### src/rtl/cu33_pkg.sv
// Shared types and constants for the CU33 input-feature-map path.
package cu33_pkg;
   localparam int DATA_W    = 8;
   localparam int ROW_LANES = 3;

   typedef logic signed [DATA_W-1:0] pixel_t;

   typedef enum logic [2:0] {
      IDLE,
      FETCH,
      LAST,
      PUSH,
      DONE
   } ifm_state_e;
endpackage

### src/rtl/ifm_addr_gen.sv
// Row/column/lane counters and row-base accumulator for the ifm feeder.
// All address arithmetic wraps modulo 2**ADDR_W.
module ifm_addr_gen
   import cu33_pkg::*;
#(
   parameter int IFM_H  = 8,
   parameter int IFM_W  = 8,
   parameter int ADDR_W = 12,
   parameter int ROW_W  = 3,
   parameter int COL_W  = 3
) (
   input  logic              clk,
   input  logic              rstn,
   input  logic              load_i,
   input  logic [ADDR_W-1:0] base_i,
   input  logic              k_step_i,
   input  logic              push_i,
   output logic [ADDR_W-1:0] addr_o,
   output logic [1:0]        k_o,
   output logic [ROW_W-1:0]  r_o,
   output logic [COL_W-1:0]  c_o,
   output logic              k_last_o,
   output logic              c_last_o,
   output logic              r_last_o
);
   localparam logic [ADDR_W-1:0] W1_A = ADDR_W'(IFM_W);
   localparam logic [ADDR_W-1:0] W2_A = ADDR_W'(2 * IFM_W);

   logic [ADDR_W-1:0] row_base_q, row_base_d;
   logic [ROW_W-1:0]  r_q, r_d;
   logic [COL_W-1:0]  c_q, c_d;
   logic [1:0]        k_q, k_d;
   logic [ADDR_W-1:0] lane_off;

   assign k_last_o = (k_q == 2'd2);
   assign c_last_o = (c_q == COL_W'(IFM_W - 1));
   assign r_last_o = (r_q == ROW_W'(IFM_H - ROW_LANES));

   always_comb begin
      case (k_q)
         2'd1:    lane_off = W1_A;
         2'd2:    lane_off = W2_A;
         default: lane_off = '0;
      endcase
   end

   assign addr_o = row_base_q + lane_off + ADDR_W'(c_q);
   assign k_o    = k_q;
   assign r_o    = r_q;
   assign c_o    = c_q;

   always_comb begin
      row_base_d = row_base_q;
      r_d        = r_q;
      c_d        = c_q;
      k_d        = k_q;
      if (load_i) begin
         row_base_d = base_i;
         r_d        = '0;
         c_d        = '0;
         k_d        = '0;
      end else begin
         if (k_step_i) begin
            k_d = k_last_o ? 2'd0 : k_q + 2'd1;
         end
         // End of a row: advance the base by one row instead of recomputing r*IFM_W.
         if (push_i) begin
            if (c_last_o) begin
               c_d        = '0;
               r_d        = r_q + ROW_W'(1);
               row_base_d = row_base_q + W1_A;
            end else begin
               c_d = c_q + COL_W'(1);
            end
         end
      end
   end

   always_ff @(posedge clk or negedge rstn) begin
      if (!rstn) begin
         row_base_q <= '0;
         r_q        <= '0;
         c_q        <= '0;
         k_q        <= '0;
      end else begin
         row_base_q <= row_base_d;
         r_q        <= r_d;
         c_q        <= c_d;
         k_q        <= k_d;
      end
   end
endmodule

### src/rtl/ifm_feeder.sv
// Fetches an IFM_H x IFM_W int8 map from SRAM and feeds three rf_ifm row buffers one
// column at a time (raster order, stride 1), flagging each complete 3x3 window.
module ifm_feeder
   import cu33_pkg::*;
#(
   parameter int IFM_H  = 8,
   parameter int IFM_W  = 8,
   parameter int ADDR_W = 12
) (
   input  logic                       clk,
   input  logic                       rstn,
   input  logic                       start,
   input  logic [ADDR_W-1:0]          ifm_base,
   input  logic                       stall,
   output logic                       mem_rd_en,
   output logic [ADDR_W-1:0]          mem_addr,
   input  logic signed [DATA_W-1:0]   mem_rd_data,
   output logic                       ifm_read,
   output logic signed [DATA_W-1:0]   ifm_in0,
   output logic signed [DATA_W-1:0]   ifm_in1,
   output logic signed [DATA_W-1:0]   ifm_in2,
   output logic                       win_valid,
   output logic [$clog2(IFM_H)-1:0]   win_row,
   output logic [$clog2(IFM_W)-1:0]   win_col,
   output logic                       busy,
   output logic                       done
);
   localparam int ROW_W = $clog2(IFM_H);
   localparam int COL_W = $clog2(IFM_W);

   ifm_state_e        state_q;
   pixel_t            col_q [ROW_LANES];
   logic              win_valid_q;
   logic [ROW_W-1:0]  win_row_q;
   logic [COL_W-1:0]  win_col_q;
   logic              busy_q;
   logic              done_q;

   logic [ADDR_W-1:0] addr;
   logic [1:0]        k;
   logic [ROW_W-1:0]  r;
   logic [COL_W-1:0]  c;
   logic              k_last, c_last, r_last;
   logic              push;

   assign push      = (state_q == PUSH) && !stall;
   assign mem_rd_en = (state_q == FETCH);
   assign mem_addr  = mem_rd_en ? addr : '0;
   assign ifm_read  = push;
   assign ifm_in0   = col_q[0];
   assign ifm_in1   = col_q[1];
   assign ifm_in2   = col_q[2];
   assign win_valid = win_valid_q;
   assign win_row   = win_row_q;
   assign win_col   = win_col_q;
   assign busy      = busy_q;
   assign done      = done_q;

   ifm_addr_gen #(
      .IFM_H  (IFM_H),
      .IFM_W  (IFM_W),
      .ADDR_W (ADDR_W),
      .ROW_W  (ROW_W),
      .COL_W  (COL_W)
   ) u_addr_gen (
      .clk      (clk),
      .rstn     (rstn),
      .load_i   ((state_q == IDLE) && start),
      .base_i   (ifm_base),
      .k_step_i (state_q == FETCH),
      .push_i   (push),
      .addr_o   (addr),
      .k_o      (k),
      .r_o      (r),
      .c_o      (c),
      .k_last_o (k_last),
      .c_last_o (c_last),
      .r_last_o (r_last)
   );

   always_ff @(posedge clk or negedge rstn) begin
      if (!rstn) begin
         state_q     <= IDLE;
         col_q       <= '{default: '0};
         win_valid_q <= 1'b0;
         win_row_q   <= '0;
         win_col_q   <= '0;
         busy_q      <= 1'b0;
         done_q      <= 1'b0;
      end else begin
         win_valid_q <= 1'b0;
         done_q      <= 1'b0;
         case (state_q)
            IDLE: begin
               if (start) begin
                  state_q <= FETCH;
                  busy_q  <= 1'b1;
               end
            end
            FETCH: begin
               // SRAM data lags the strobe by one cycle, so lane k-1 lands while lane k is read.
               case (k)
                  2'd1:    col_q[0] <= mem_rd_data;
                  2'd2:    col_q[1] <= mem_rd_data;
                  default: ;
               endcase
               if (k_last) state_q <= LAST;
            end
            LAST: begin
               col_q[2] <= mem_rd_data;
               state_q  <= PUSH;
            end
            PUSH: begin
               if (!stall) begin
                  // Columns 0 and 1 of a row still sit beside the previous row's pixels.
                  if (c >= COL_W'(2)) begin
                     win_valid_q <= 1'b1;
                     win_row_q   <= r;
                     win_col_q   <= c - COL_W'(2);
                  end
                  if (c_last && r_last) begin
                     state_q <= DONE;
                     done_q  <= 1'b1;
                     busy_q  <= 1'b0;
                  end else begin
                     state_q <= FETCH;
                  end
               end
            end
            DONE:    state_q <= IDLE;
            default: state_q <= IDLE;
         endcase
      end
   end

   a_no_read_in_stall: assert property (@(posedge clk) disable iff (!rstn) ifm_read |-> !stall);
   a_done_pulse:       assert property (@(posedge clk) disable iff (!rstn) done |=> !done);
   a_win_pulse:        assert property (@(posedge clk) disable iff (!rstn) win_valid |=> !win_valid);
endmodule

### config.mk
export PLATFORM = sky130hd
export DESIGN_NAME = ifm_feeder
export DESIGN_NICKNAME = d
export VERILOG_FILES = /design/src/rtl/cu33_pkg.sv /design/src/rtl/ifm_addr_gen.sv /design/src/rtl/ifm_feeder.sv
export SDC_FILE = /design/constraint.sdc
export NUM_CORES = 1
export LEC_CHECK = 0
export CAP_MARGIN = 20
export CORE_ASPECT_RATIO = 2
export CORE_MARGIN = 4
export CORE_UTILIZATION = 55
export DETAILED_ROUTE_END_ITERATION = 8
export DONT_BUFFER_PORTS = 1
export PLACE_DENSITY = 0.69
export SKIP_LAST_GASP = 1
export SLEW_MARGIN = 20
export SYNTH_ARGS = -nofsm -noshare
export SYNTH_HDL_FRONTEND = slang
export SYNTH_HIERARCHICAL = 1
export SYNTH_SLANG_ARGS = --single-unit
export TNS_END_PERCENT = 1
### constraint.sdc
create_clock -name clk -period 3.3 [get_ports clk]
set_input_delay 0.33 -clock clk [delete_from_list [all_inputs] [get_ports clk]]
set_output_delay 0.33 -clock clk [all_outputs]
set_load 0.05 [all_outputs]
==> results of run 1 <==
## metal layers
| layer | track usage | vias up | share of wire |
|---|---|---|---|
| met5 | 0 | - | 0 |
| met2 | 0.348 | 58 | 0.56 |
| met1 | 0.198 | 845 | 0.35 |
| met4 | 0.0908 | 0 | 0.026 |
| met3 | 0.0423 | 10 | 0.061 |
| li1 | - | 834 | - |
## area by class of cell
type,instances,share of cell area
repair buffers,5,0.0200
clock buffers,7,0.0254
inverters,11,0.0138
multi-input cells,167,0.447
well taps,57,0.0238
flip-flops and latches,56,0.467
clock inverters,1,0.00292
## cells by family after synthesis
kind of cell | after synthesis | share of synthesized area
flops | 56 | 0.491
fa+ha+maj | 12 | 0.0552
buf+inv | 21 | 0.0412
simple gates | 69 | 0.148
compound gates | 29 | 0.0600
xor+xnor | 19 | 0.0583
mux | 38 | 0.147
## through the flow
stage | area [um^2] | std cells | util | hold WS (ns)
after detailed placement | 2880 | 294 | 0.581 | 0.0357
final | 3000 | 304 | 0.606 | 0.144
after floorplan | 2860 | 244 | - | 0.0344
after CTS | 3000 | 304 | 0.606 | 0.130
after global routing | 3000 | 304 | 0.606 | 0.137
after global placement | 2880 | 294 | 0.581 | 0.0356
## placed cells by master, fill, tap and decap left out, types with 2 or more instances in the layout
| cell type | instances |
|---|---|
| nand3_1 | 3 |
| o211ai_1 | 2 |
| xor2_1 | 8 |
| nand3b_2 | 2 |
| a21oi_1 | 5 |
| nor2_1 | 13 |
| a311oi_1 | 2 |
| nand3_2 | 2 |
| and4_4 | 2 |
| dfrtp_1 | 56 |
| clkbuf_8 | 5 |
| buf_4 | 3 |
| a211oi_1 | 2 |
| xnor2_1 | 11 |
| and2_1 | 13 |
| nand2_1 | 17 |
| clkbuf_1 | 2 |
| ha_1 | 11 |
| nand2b_1 | 2 |
| and3_1 | 2 |
| o21ai_1 | 9 |
| mux2i_1 | 7 |
| inv_1 | 11 |
| mux2_2 | 31 |
| nor2b_1 | 3 |
| o21ai_0 | 6 |
## registers in the layout (all words and copies together) (netlist names)
signal and count:
busy 1, ifm_in2 8, u_addr_gen/r_o 3, win_valid 1
ifm_in1 8, ifm_in0 8, done 1, u_addr_gen/c_o 3
win_col 3, u_addr_gen/k_o 2, u_addr_gen/row_base_q 12, win_row 3
state_q 3
## what timing repair did
action,CTS,global route
hold endpoints to repair,56,0
hold buffers,2,0
buffers inserted,0,0
## worst max-delay path by stage
stage	cells past startpoint	end	slack, ns	startpoint
after floorplan	8	mem_addr[10]	0.90	u_addr_gen/c_o[0]
after global placement	8	mem_addr[10]	0.72	u_addr_gen/c_o[0]
after detailed placement	8	mem_addr[10]	0.66	u_addr_gen/c_o[0]
after CTS	8	mem_addr[10]	0.31	u_addr_gen/c_o[0]
after global routing	8	mem_addr[10]	0.14	u_addr_gen/c_o[0]
final	8	mem_addr[10]	0.34	u_addr_gen/c_o[0]
==> out/metrics.cfg, run 1 <==
[outcome]
outcome=finished clean

[logic_synthesis]
synthFlopType=dfrtp_1
syn-mean-instance-area_um2=11.7
yosysUniqueCellTypes=41
syn_area_um2=2860
synth.top_cells.by_count=dfrtp_1 (56), mux2_2 (31), nand2_1 (17)
netlist.area_leader.share=0.491
ys_warn_count=6
syn-num-nets=280
netlist_top_cells_area=dfrtp_1 (49%), mux2_2 (12%), ha_1 (4.8%)
synth_top_area_cell=dfrtp_1
synth-edff-count=0
post-synth-top-count-cell=dfrtp_1
synth-seq-cells=56
async_flop_share=1.00
syn_inst=244
ys_seq_area_frac=0.491

[routing]
antenna_left=0
drt-total-wl_um=5550
drt-initial-drc-count=36
via_per_inst=5.75
post-route-drc-count=0
drt_pass1_iterations=4
post_drt_wl_per_cell_um=18.2
vias=1747

[clock_network]
cts-root-buf=clkbuf_8
clkSlewWorstSetupHoldPaths_ns=0.09
cts.sinks=56
cts-resized-gates=0
clock_path_buffers=2
htree_num_levels=2
cts_buffers=5
clock_latency_ns=0.31
cts_tree=done

[final_layout]
seqCellArea_um2=1400
fin_nets=282
multi_input_area_um2=1340
drive_gt1_frac=0.223
insertedDiodeCount=0
syn_to_final_growth_pct=5.13
fill_cells=422

[timing]
timing.final.ws_setup_ns=0.343
relSlewSlack=0.520
worst_slew_pin_slew_ns=0.719
rsz0062_at_grt=no
setup_tns_ns=0
drv_slew=0
post-route-period-util=0.896
finalSetupViolCount=0
min_period_ns=2.96
fmax_mhz=338
skew_ns=0.00771
hold_viol=0

[global_route]
grt_max_degree=57
grt_usage=0.191
antenna_found_initial=0
grt_pass1_vias=1939
grt_first_pass_wirelength_um=9280
grt.overflow.total=0

[die]
rows=36
num_io_pins=71
initial_core_util=0.576
die_w_um=58.9
dieArea_um2=6480
core-area_um2=4950
die_h_um=110

[worst_setup_path]
crit_path_end_kind=output pin
r2r_start=state_q[2]
arrival_ns=2.63
worst_path_largest_cell_delay_ns=0.46
crit_required_ns=2.97
cpMaxStageDelayCell=and2_1
reg2reg_slack_ns=1.15
setup.worst_path.start_class=flop
cp_cell_sequence=ha_1, inv_1, fa_1, nand2b_1, a21oi_1, o211ai_1, xnor2_1, and2_1
path_buf_inv=1
cp_max_fo=5
path_class=flop to output pin
rr_endpoint=win_col[0]
critPathTopFamily=simple AND/OR/NAND/NOR gates
rr_worst_depth=3

[min_path]
whs_path_depth=2
min_from=ifm_base[1]
hold_class=input port to flop
worstHoldEndpoint=u_addr_gen/row_base_q[1]

[flow_run]
maxCapViolations=0

[placed_design]
routabilityCongestion=0.803
dpl.hpwl_um=4160
pre_cts_ws_ns=0.658
io_buffers=0

Power of run 1 is not shown: default switching activity piles up to over one toggle a cycle in this logic, so the estimate is an artifact.
==> run 2: changes to the inputs <==
--- a/config.mk
+++ b/config.mk
@@ -13,7 +13,7 @@
 export DONT_BUFFER_PORTS = 1
 export PLACE_DENSITY = 0.69
 export SKIP_LAST_GASP = 1
-export SLEW_MARGIN = 20
+export SLEW_MARGIN = 25
 export SYNTH_ARGS = -nofsm -noshare
 export SYNTH_HDL_FRONTEND = slang
 export SYNTH_HIERARCHICAL = 1
==> results of run 2 <==
No change in the layout: final DEF, timing and power equal those of run 1.
Power of run 2 is left out for the same reason.
